===== src/rtl/mode_switch_ctrl_if.sv =====
// Bundle between the mode switches / player sources and the mode controller.
// The master side drives the mode request and source buses; the slave side is the controller.
interface mode_switch_ctrl_if #(
    parameter int N_MODES = 3,
    parameter int NOTE_W  = 4,
    parameter int LED_W   = 7,
    parameter int OCT_W   = 2,
    parameter int NUM_W   = 4
);
    logic [N_MODES-1:0]        mode;
    logic [N_MODES*NOTE_W-1:0] src_note;
    logic [N_MODES*LED_W-1:0]  src_led;
    logic [N_MODES*OCT_W-1:0]  src_octave;
    logic [N_MODES*NUM_W-1:0]  src_num;

    logic [NOTE_W-1:0]         note_out;
    logic [LED_W-1:0]          led_out;
    logic [OCT_W-1:0]          octave_out;
    logic [NUM_W-1:0]          num;
    logic [N_MODES-1:0]        src_restart;
    logic [N_MODES-1:0]        active_mode;
    logic                      switching;
    logic                      mode_err;

    modport master (
        output mode, src_note, src_led, src_octave, src_num,
        input  note_out, led_out, octave_out, num, src_restart, active_mode, switching, mode_err
    );

    modport slave (
        input  mode, src_note, src_led, src_octave, src_num,
        output note_out, led_out, octave_out, num, src_restart, active_mode, switching, mode_err
    );
endinterface


===== src/rtl/mode_switch_ctrl.sv =====
// Top-level mode controller: debounces a one-hot mode request, mutes the outputs across
// a mode change and pulses the restart line of the newly selected player source.
//
//  state   | meaning
//  --------+-----------------------------------------------------------------
//  ACTIVE  | outputs track the source selected by active_mode
//  MUTE    | note/led forced to 0 for MUTE_CYCLES while the new mode settles
//  RESTART | one cycle: active_mode takes the pending mode, restart pulse out
module mode_switch_ctrl #(
    parameter int N_MODES       = 3,
    parameter int NOTE_W        = 4,
    parameter int LED_W         = 7,
    parameter int OCT_W         = 2,
    parameter int NUM_W         = 4,
    parameter int STABLE_CYCLES = 4,
    parameter int MUTE_CYCLES   = 16,
    parameter int DEFAULT_MODE  = 0,
    parameter int DEFAULT_OCT   = 1
) (
    input logic               clk,
    input logic               reset,
    mode_switch_ctrl_if.slave bus
);

    localparam int SC_W = (STABLE_CYCLES > 1) ? $clog2(STABLE_CYCLES) : 1;
    localparam int MC_W = (MUTE_CYCLES > 1) ? $clog2(MUTE_CYCLES) : 1;
    localparam logic [SC_W-1:0]    STABLE_MAX  = SC_W'(STABLE_CYCLES - 1);
    localparam logic [MC_W-1:0]    MUTE_MAX    = MC_W'(MUTE_CYCLES - 1);
    localparam logic [N_MODES-1:0] DEF_ONEHOT  = N_MODES'(1) << DEFAULT_MODE;
    localparam logic [OCT_W-1:0]   DEF_OCT_VAL = OCT_W'(DEFAULT_OCT);

    typedef enum logic [1:0] {
        ACTIVE  = 2'd0,
        MUTE    = 2'd1,
        RESTART = 2'd2
    } state_t;

    state_t             state;
    logic [N_MODES-1:0] mode_q;
    logic               mode_err_q;
    logic [SC_W-1:0]    stable_cnt;
    logic [N_MODES-1:0] active_mode_q;
    logic [N_MODES-1:0] pending_mode;
    logic [MC_W-1:0]    mute_cnt;
    logic [NOTE_W-1:0]  note_q;
    logic [LED_W-1:0]   led_q;
    logic [OCT_W-1:0]   oct_q;
    logic [NUM_W-1:0]   num_q;
    logic [N_MODES-1:0] restart_q;
    logic               switching_q;

    logic               sample_ok;
    logic               accept_valid;
    logic [NOTE_W-1:0]  sel_note;
    logic [LED_W-1:0]   sel_led;
    logic [OCT_W-1:0]   sel_oct;
    logic [NUM_W-1:0]   sel_num;

    assign sample_ok = $onehot(bus.mode);

    // The stability count reaches STABLE_MAX after STABLE_CYCLES identical valid samples.
    assign accept_valid = !mode_err_q && (stable_cnt == STABLE_MAX);

    always_ff @(posedge clk or posedge reset) begin
        if (reset) begin
            mode_q     <= DEF_ONEHOT;
            mode_err_q <= 1'b0;
            stable_cnt <= '0;
        end else begin
            mode_q     <= bus.mode;
            mode_err_q <= !sample_ok;
            if (!sample_ok || (bus.mode != mode_q)) begin
                stable_cnt <= '0;
            end else if (stable_cnt != STABLE_MAX) begin
                stable_cnt <= stable_cnt + SC_W'(1);
            end
        end
    end

    always_comb begin
        sel_note = '0;
        sel_led  = '0;
        sel_oct  = '0;
        sel_num  = '0;
        for (int i = 0; i < N_MODES; i++) begin
            if (active_mode_q[i]) begin
                sel_note = bus.src_note[i*NOTE_W +: NOTE_W];
                sel_led  = bus.src_led[i*LED_W +: LED_W];
                sel_oct  = bus.src_octave[i*OCT_W +: OCT_W];
                sel_num  = bus.src_num[i*NUM_W +: NUM_W];
            end
        end
    end

    always_ff @(posedge clk or posedge reset) begin
        if (reset) begin
            state         <= ACTIVE;
            active_mode_q <= DEF_ONEHOT;
            pending_mode  <= DEF_ONEHOT;
            mute_cnt      <= '0;
            note_q        <= '0;
            led_q         <= '0;
            oct_q         <= DEF_OCT_VAL;
            num_q         <= '0;
            restart_q     <= '0;
            switching_q   <= 1'b0;
        end else begin
            restart_q <= '0;
            case (state)
                ACTIVE: begin
                    if (accept_valid && (mode_q != active_mode_q)) begin
                        state        <= MUTE;
                        pending_mode <= mode_q;
                        mute_cnt     <= '0;
                        switching_q  <= 1'b1;
                        note_q       <= '0;
                        led_q        <= '0;
                    end else begin
                        switching_q <= 1'b0;
                        note_q      <= sel_note;
                        led_q       <= sel_led;
                        oct_q       <= sel_oct;
                        num_q       <= sel_num;
                    end
                end
                MUTE: begin
                    note_q <= '0;
                    led_q  <= '0;
                    // A newer accepted request retargets the switch and restarts the gap.
                    if (accept_valid && (mode_q != pending_mode)) begin
                        pending_mode <= mode_q;
                        mute_cnt     <= '0;
                    end else if (mute_cnt == MUTE_MAX) begin
                        if (pending_mode == active_mode_q) begin
                            state       <= ACTIVE;
                            switching_q <= 1'b0;
                        end else begin
                            state         <= RESTART;
                            active_mode_q <= pending_mode;
                            restart_q     <= pending_mode;
                        end
                    end else begin
                        mute_cnt <= mute_cnt + MC_W'(1);
                    end
                end
                RESTART: begin
                    state       <= ACTIVE;
                    switching_q <= 1'b0;
                    note_q      <= '0;
                    led_q       <= '0;
                end
                default: begin
                    state       <= ACTIVE;
                    switching_q <= 1'b0;
                    note_q      <= '0;
                    led_q       <= '0;
                end
            endcase
        end
    end

    assign bus.note_out    = note_q;
    assign bus.led_out     = led_q;
    assign bus.octave_out  = oct_q;
    assign bus.num         = num_q;
    assign bus.src_restart = restart_q;
    assign bus.active_mode = active_mode_q;
    assign bus.switching   = switching_q;
    assign bus.mode_err    = mode_err_q;

endmodule

===== src/flat_wrapper.sv =====
// flat-port wrapper written by rule: the top's interface ports become plain ports
module mode_switch_ctrl_flat 
#(
    parameter int N_MODES       = 3,
    parameter int NOTE_W        = 4,
    parameter int LED_W         = 7,
    parameter int OCT_W         = 2,
    parameter int NUM_W         = 4,
    parameter int STABLE_CYCLES = 4,
    parameter int MUTE_CYCLES   = 16,
    parameter int DEFAULT_MODE  = 0,
    parameter int DEFAULT_OCT   = 1
)
  (clk, reset, bus_mode, bus_src_note, bus_src_led, bus_src_octave, bus_src_num, bus_note_out, bus_led_out, bus_octave_out, bus_num, bus_src_restart, bus_active_mode, bus_switching, bus_mode_err);
  mode_switch_ctrl_if #(.N_MODES(N_MODES), .NOTE_W(NOTE_W), .LED_W(LED_W), .OCT_W(OCT_W), .NUM_W(NUM_W)) bus_i ();
  input logic clk;
  input logic reset;
  input wire logic [$bits(bus_i.mode)-1:0] bus_mode;
  input wire logic [$bits(bus_i.src_note)-1:0] bus_src_note;
  input wire logic [$bits(bus_i.src_led)-1:0] bus_src_led;
  input wire logic [$bits(bus_i.src_octave)-1:0] bus_src_octave;
  input wire logic [$bits(bus_i.src_num)-1:0] bus_src_num;
  output wire logic [$bits(bus_i.note_out)-1:0] bus_note_out;
  output wire logic [$bits(bus_i.led_out)-1:0] bus_led_out;
  output wire logic [$bits(bus_i.octave_out)-1:0] bus_octave_out;
  output wire logic [$bits(bus_i.num)-1:0] bus_num;
  output wire logic [$bits(bus_i.src_restart)-1:0] bus_src_restart;
  output wire logic [$bits(bus_i.active_mode)-1:0] bus_active_mode;
  output wire logic [$bits(bus_i.switching)-1:0] bus_switching;
  output wire logic [$bits(bus_i.mode_err)-1:0] bus_mode_err;
  assign bus_i.mode = bus_mode;
  assign bus_i.src_note = bus_src_note;
  assign bus_i.src_led = bus_src_led;
  assign bus_i.src_octave = bus_src_octave;
  assign bus_i.src_num = bus_src_num;
  assign bus_note_out = bus_i.note_out;
  assign bus_led_out = bus_i.led_out;
  assign bus_octave_out = bus_i.octave_out;
  assign bus_num = bus_i.num;
  assign bus_src_restart = bus_i.src_restart;
  assign bus_active_mode = bus_i.active_mode;
  assign bus_switching = bus_i.switching;
  assign bus_mode_err = bus_i.mode_err;
  mode_switch_ctrl #(.N_MODES(N_MODES), .NOTE_W(NOTE_W), .LED_W(LED_W), .OCT_W(OCT_W), .NUM_W(NUM_W), .STABLE_CYCLES(STABLE_CYCLES), .MUTE_CYCLES(MUTE_CYCLES), .DEFAULT_MODE(DEFAULT_MODE), .DEFAULT_OCT(DEFAULT_OCT)) u_core (.clk(clk), .reset(reset), .bus(bus_i));
endmodule

===== config.mk =====
export PLATFORM = sky130hd
export DESIGN_NAME = mode_switch_ctrl_flat
export DESIGN_NICKNAME = d
export VERILOG_FILES = /design/src/rtl/mode_switch_ctrl_if.sv /design/src/rtl/mode_switch_ctrl.sv /design/src/flat_wrapper.sv
export SDC_FILE = /design/constraint.sdc
export NUM_CORES = 1
export LEC_CHECK = 0
export CAP_MARGIN = 25
export CORE_MARGIN = 2
export CORE_UTILIZATION = 39
export DETAILED_ROUTE_END_ITERATION = 8
export PLACE_DENSITY_LB_ADDON = 0.25
export SLEW_MARGIN = 30
export SYNTH_ARGS = -nofsm -noshare
export SYNTH_HDL_FRONTEND = slang
export SYNTH_SLANG_ARGS = --single-unit

===== constraint.sdc =====
create_clock -name clk -period 1.85 [get_ports clk]
set_input_delay 0.37 -clock clk [delete_from_list [all_inputs] [get_ports clk]]
set_output_delay 0.37 -clock clk [all_outputs]
set_load 0.05 [all_outputs]

# Word-level counts from Yosys, hierarchy flattened

Index checks and enable logic that the tools add are counted.

Add/sub/neg operators: 4
Multipliers: 0
Divide/modulo/power cells: 0
$lt $le $gt $ge: 0
Equal/unequal tests: 15
Shift-type cells: 0
Multiplexer cells: 39
Bitwise gates (word level): 3
Reduce and logical (&&, ||, !) cells: 15

Operators by type and width:

| operator                                               | count |
|---|---|
| two-way mux 4 bit                                      | 11 |
| two-way mux 7 bit                                      | 5 |
| two-way mux 2 bit                                      | 9 |
| two-way mux 3 bit                                      | 6 |
| AND reduction 3 bit                                    | 4 |
| inequality test 3 bit                                  | 3 |
| inequality test 2 x 1 -> 1 bit (second input constant) | 4 |
| case mux 4 bit (2 select lines)                        | 1 |
| case mux 3 bit (2 select lines)                        | 1 |
| adder 4 x 1 -> 4 bit (second input constant)           | 1 |
| equality test 2 x 1 -> 1 bit (second input constant)   | 2 |
| equality test 4 bit (second input constant)            | 1 |
| two-way mux 1 bit                                      | 4 |
| inequality test 2 bit (second input constant)          | 2 |
| case mux 2 bit (2 select lines)                        | 1 |
| AND reduction 4 bit                                    | 1 |
| nonzero test 2 bit                                     | 2 |
| equality test 3 bit                                    | 1 |
| logical AND 1 bit                                      | 3 |
| inequality test 3 x 2 -> 1 bit (second input constant) | 1 |
| NOT 1 bit                                              | 3 |
| adder 1 x 1 -> 2 bit                                   | 1 |
| adder 2 x 1 -> 2 bit                                   | 1 |
| adder 2 x 1 -> 2 bit (second input constant)           | 1 |
| 6 further kinds                                        | 7 |

Flip-flop bits (word level): 39
Latch bits: 0
RAM bits: 0
ROM bits: 0
Input bits: 56
Logic and storage cells: 89
Memories kept: 0

# Logic depth before layout (Yosys ltp)

Word-level depth: 6
Mapped depth: 7

# Worst setup path after synthesis

No wires, ideal clock.

Kind: flip-flop to flip-flop
From: reg u_core.active_mode_q[2], in the netlist u_core.bus.active_mode[2]
To: reg u_core.num_q[0], in the netlist u_core.bus.num[0]
Setup time: 125 ps
Arrival: 1908 ps
Required time: 1725 ps
Setup slack: -183 ps
Cell stages (with the launch flop): 6
Buffers on the path: 1
Period minus slack after synthesis: 2033 ps
Cell sequence: dfrtp_1 -> buf_2 -> xnor2_1 -> a31oi_1 -> nor3_2 -> mux2_2

Longest elaborated chain between the ends: 4

Ends and longest elaborated chain:

| what                          | line                    | source |
|---|---|---|
| from (decl)                   | mode_switch_ctrl.sv:42  | `logic [N_MODES-1:0] active_mode_q;` |
| from (signal assigned)        | mode_switch_ctrl.sv:139 | `active_mode_q <= pending_mode;` |
| inequality test 3 bit         | mode_switch_ctrl.sv:111 | `if (accept_valid && (mode_q != active_mode_q)) begin` |
| logical AND 1 bit             | mode_switch_ctrl.sv:111 |  |
| NOT 1 bit (no line)           | n/a                     |  |
| AND reduction 2 bit (no line) | n/a                     |  |
| to (signal assigned)          | mode_switch_ctrl.sv:123 | `num_q <= sel_num;` |
| to (decl)                     | mode_switch_ctrl.sv:48  | `logic [NUM_W-1:0] num_q;` |

Several ways; a longest one is shown, not always the timed one.
A chain may end at the register's enable or synchronous reset.

# Final worst setup path

From: reg u_core.oct_q[1], in the netlist u_core.bus.octave_out[1]
To: out bus_octave_out[1]

RTL lines:

| what                   | line                    | source |
|---|---|---|
| from (decl)            | mode_switch_ctrl.sv:47  | `logic [OCT_W-1:0] oct_q;` |
| from (signal assigned) | mode_switch_ctrl.sv:122 | `oct_q <= sel_oct;` |
| to (decl)              | flat_wrapper.sv:25      | `output wire logic [$bits(bus_i.octave_out)-1:0] bus_octave_out;` |

No word-level cell between the ends.

==> impl_metrics.tcl <==
set metrics [dict create \
    status "finished clean" \
    netlist_area_um2 2020 \
    max_freq_ghz 0.557 \
    grt_first_pass_wirelength_um 8020 \
    dpl-instance-area_um2 3070 \
    cts_buffers 5 \
    viasPerCell 4.83 \
    pwr-share-clk_pct 34.1 \
    drt-total-wl_um 4660 \
    antenna_left 0 \
    clk_pin_slew_ns 0.07 \
    reg2reg_from "u_core.bus.active_mode[0]" \
    start_kind "register" \
    maxSlewHeadroom_pct 66.3 \
    hold_path.class "input pin to register" \
    antennaDiodeCount 0 \
    switching_share_pct 22.4 \
    crit_slowest_cell "clkdlybuf4s50_1" \
    grt_max_degree 40 \
    netlist_instances 188 \
    critical_path_class "register to output pin" \
    crit_path_max_incr_delay_ns 0.80 \
    ys_types 36 \
    post-route-cell-area_um2 3220 \
    wire_per_inst_um 12.9 \
    crit_path_cell_trace "clkdlybuf4s50_1" \
    path_depth 1 \
    core.rowCount 26 \
    synth_fp_nets 247 \
    rsz0062_at_grt "yes" \
    required_ns 1.48 \
    drt_pass1_iterations 4 \
    period_needed_ns 1.80 \
    die_x_um 75.9 \
    critical_path_arrival_ns 1.43 \
    r2r_end "u_core.bus.num[3]" \
    drt_iter0_markers 91 \
    drv_cap 0 \
    final_nets 348 \
    clock-sinks 39 \
    core_um2 5040 \
    fin_skew_ns 0.00407 \
    yosysSeqAreaShare_pct 48.6 \
    finalSetupViolations 0 \
    hold_viol_final 0 \
    grt_pass1_vias 1785 \
    endpoint_kind "output pin" \
    holdBufCountCts 0 \
    layout_common_cells "clkdlybuf4s50_1 (57), buf_4 (38), dfrtp_1 (33)" \
    synth-edff-count 0 \
    start_util_pct 40.0 \
    power.switching_mw 0.362 \
    die-height_um 75.9 \
    clockBufferDepth 2 \
    seqPwrFrac_pct 53.6 \
    ir_drop_uv 394 \
    clkLatencyLatePin_ns 0.29 \
    regToRegSetupSlack_ns 0.07 \
    via_count 1737 \
    min-delay-start "bus_mode[0]" \
    htreeDepth 2 \
    period_share_pct 97.0 \
    slew_viol_final 0 \
    antenna_found_initial 0 \
    power_density_nw_per_um2 503 \
    gp_congestion 0.753 \
    critPathBufInv 1 \
    gr-total-overflow 0 \
    die_area_um2 5760 \
    syn_area_per_cell_um2 10.7 \
    worstRegToRegCells 6 \
    ys_async_sr_fraction_pct 100 \
    synth_seq_cells 39 \
    cts_tree "yes" \
    min_to "u_core.mode_q[0]" \
    grt_usage_pct 17.1 \
    path_delay_family "buffers and inverters" \
    drc_errors 0 \
    root_buffer "clkbuf_8" \
    layout-area-overhead-vs-synth_pct 59.7 \
    holdPathStages 2 \
    worstPathMaxFanout 2 \
    hold_ws_ns 0.355 \
    io_pins 81 \
    worst_slew_pin_slew_ns 0.505 \
    finalSetupTns_ns 0 \
    utilization_pct 63.9 \
    synthFlopType "dfrtp_1" \
    drive_above_1_share_pct 31.4 \
    yosys_warnings 0 \
    power_mw 1.62 \
    place.port_buffers 80 \
    final_common_cell "clkdlybuf4s50_1" \
    power_leakage_nw 1.46 \
    p_int_mw 1.26 \
    dp_hpwl_um 3540 \
    pwr-share-comb_pct 12.3 \
]
synthesized netlist by cell type, drive strengths merged (2+ instances only):
cell | n | share of area [%]
dfrtp | 35 | 43
o21ai | 20 | 5.0
nand2 | 18 | 3.3
a22oi | 17 | 6.3
and2 | 15 | 4.8
mux2 | 13 | 7.8
xor2 | 10 | 4.3
clkbuf | 7 | 1.3
inv | 7 | 1.3
nor2 | 6 | 1.1
dfstp | 4 | 5.2
nor2b | 4 | 1.2
a31oi | 3 | 1.2
buf | 3 | 0.87
nand3 | 3 | 0.74
xnor2 | 3 | 1.3
ha | 2 | 1.2
mux2i | 2 | 0.99
nand2b | 2 | 0.62
nor3 | 2 | 0.74
o211ai | 2 | 0.74
metal layers:
layer | global-route usage, % | part of all wire (%)
met2 | 29.0 | 51
met3 | 5.48 | 5.8
met4 | 4.91 | 0.92
met1 | 21.0 | 42
met5 | 0 | 0
kinds of logic (layout without fill, tap and decap cells):
family	after synthesis	after routing	synth area share (%)
xor+xnor	13	13	5.65
flops	39	39	48.6
compound gates	47	47	16.3
mux	15	15	8.81
simple gates	54	54	14.9
fa+ha+maj	3	3	2.23
buf+inv	17	119	3.47
registers in the layout, indices dropped and copies added (netlist names):
name,flops
u_core.mode_q,3
u_core.bus.led_out,7
u_core.stable_cnt,2
u_core.pending_mode,3
u_core.bus.src_restart,3
u_core.bus.octave_out,2
u_core.bus.note_out,4
u_core.bus.num,4
u_core.mute_cnt,4
u_core.bus.active_mode,3
u_core.state,2
u_core.bus.switching,1
u_core.bus.mode_err,1
worst max path at each step:
| stage | from | endpoint |
|---|---|---|
| after floorplan | u_core.bus.active_mode[0] | u_core.bus.num[0] |
| after global placement | bus_mode[0] | u_core.stable_cnt[0] |
| after detailed placement | bus_mode[0] | u_core.stable_cnt[1] |
| after CTS | bus_mode[0] | u_core.stable_cnt[1] |
| after global routing | u_core.pending_mode[0] | u_core.mute_cnt[1] |
| final | u_core.bus.octave_out[1] | bus_octave_out[1] |
power groups by stage:
stage,logic [mW],registers (mW),clock network (mW)
6_report,0.200,0.869,0.553
5_1_grt,0.219,0.871,0.615
4_1_cts,0.195,0.868,0.579
3_5_place_dp,0.195,0.885,0
3_3_place_gp,0.192,0.885,0
2_1_floorplan,0.0374,0.894,0
per-stage QoR:
step / instances / setup slack, ns
finish: 360 / 0.0546
global route: 360 / -0.00767
CTS: 360 / 0.0243
detailed placement: 351 / -0.287
global placement: 351 / -0.245
floorplan: 188 / -0.0189
repair_timing:
| action | CTS | global route |
|---|---|---|
| pin swaps | 2 | 1 |
| endpoints found under the hold margin | 0 | 0 |
| setup endpoints to repair | 2 | 19 |
| resized for setup | 0 | 13 |
| setup buffers | 2 | 0 |
cell type report:
class / count / area (um2)
tap: 70 / 87.6
sequential: 39 / 987
multi-input combinational: 132 / 1020
inverter: 7 / 26.3
clock inverter: 2 / 12.5
timing repair buffer: 104 / 1010
fill: 422 / 1820
clock buffer: 6 / 72.6
No activity file was read; power rests on OpenSTA's default activity.
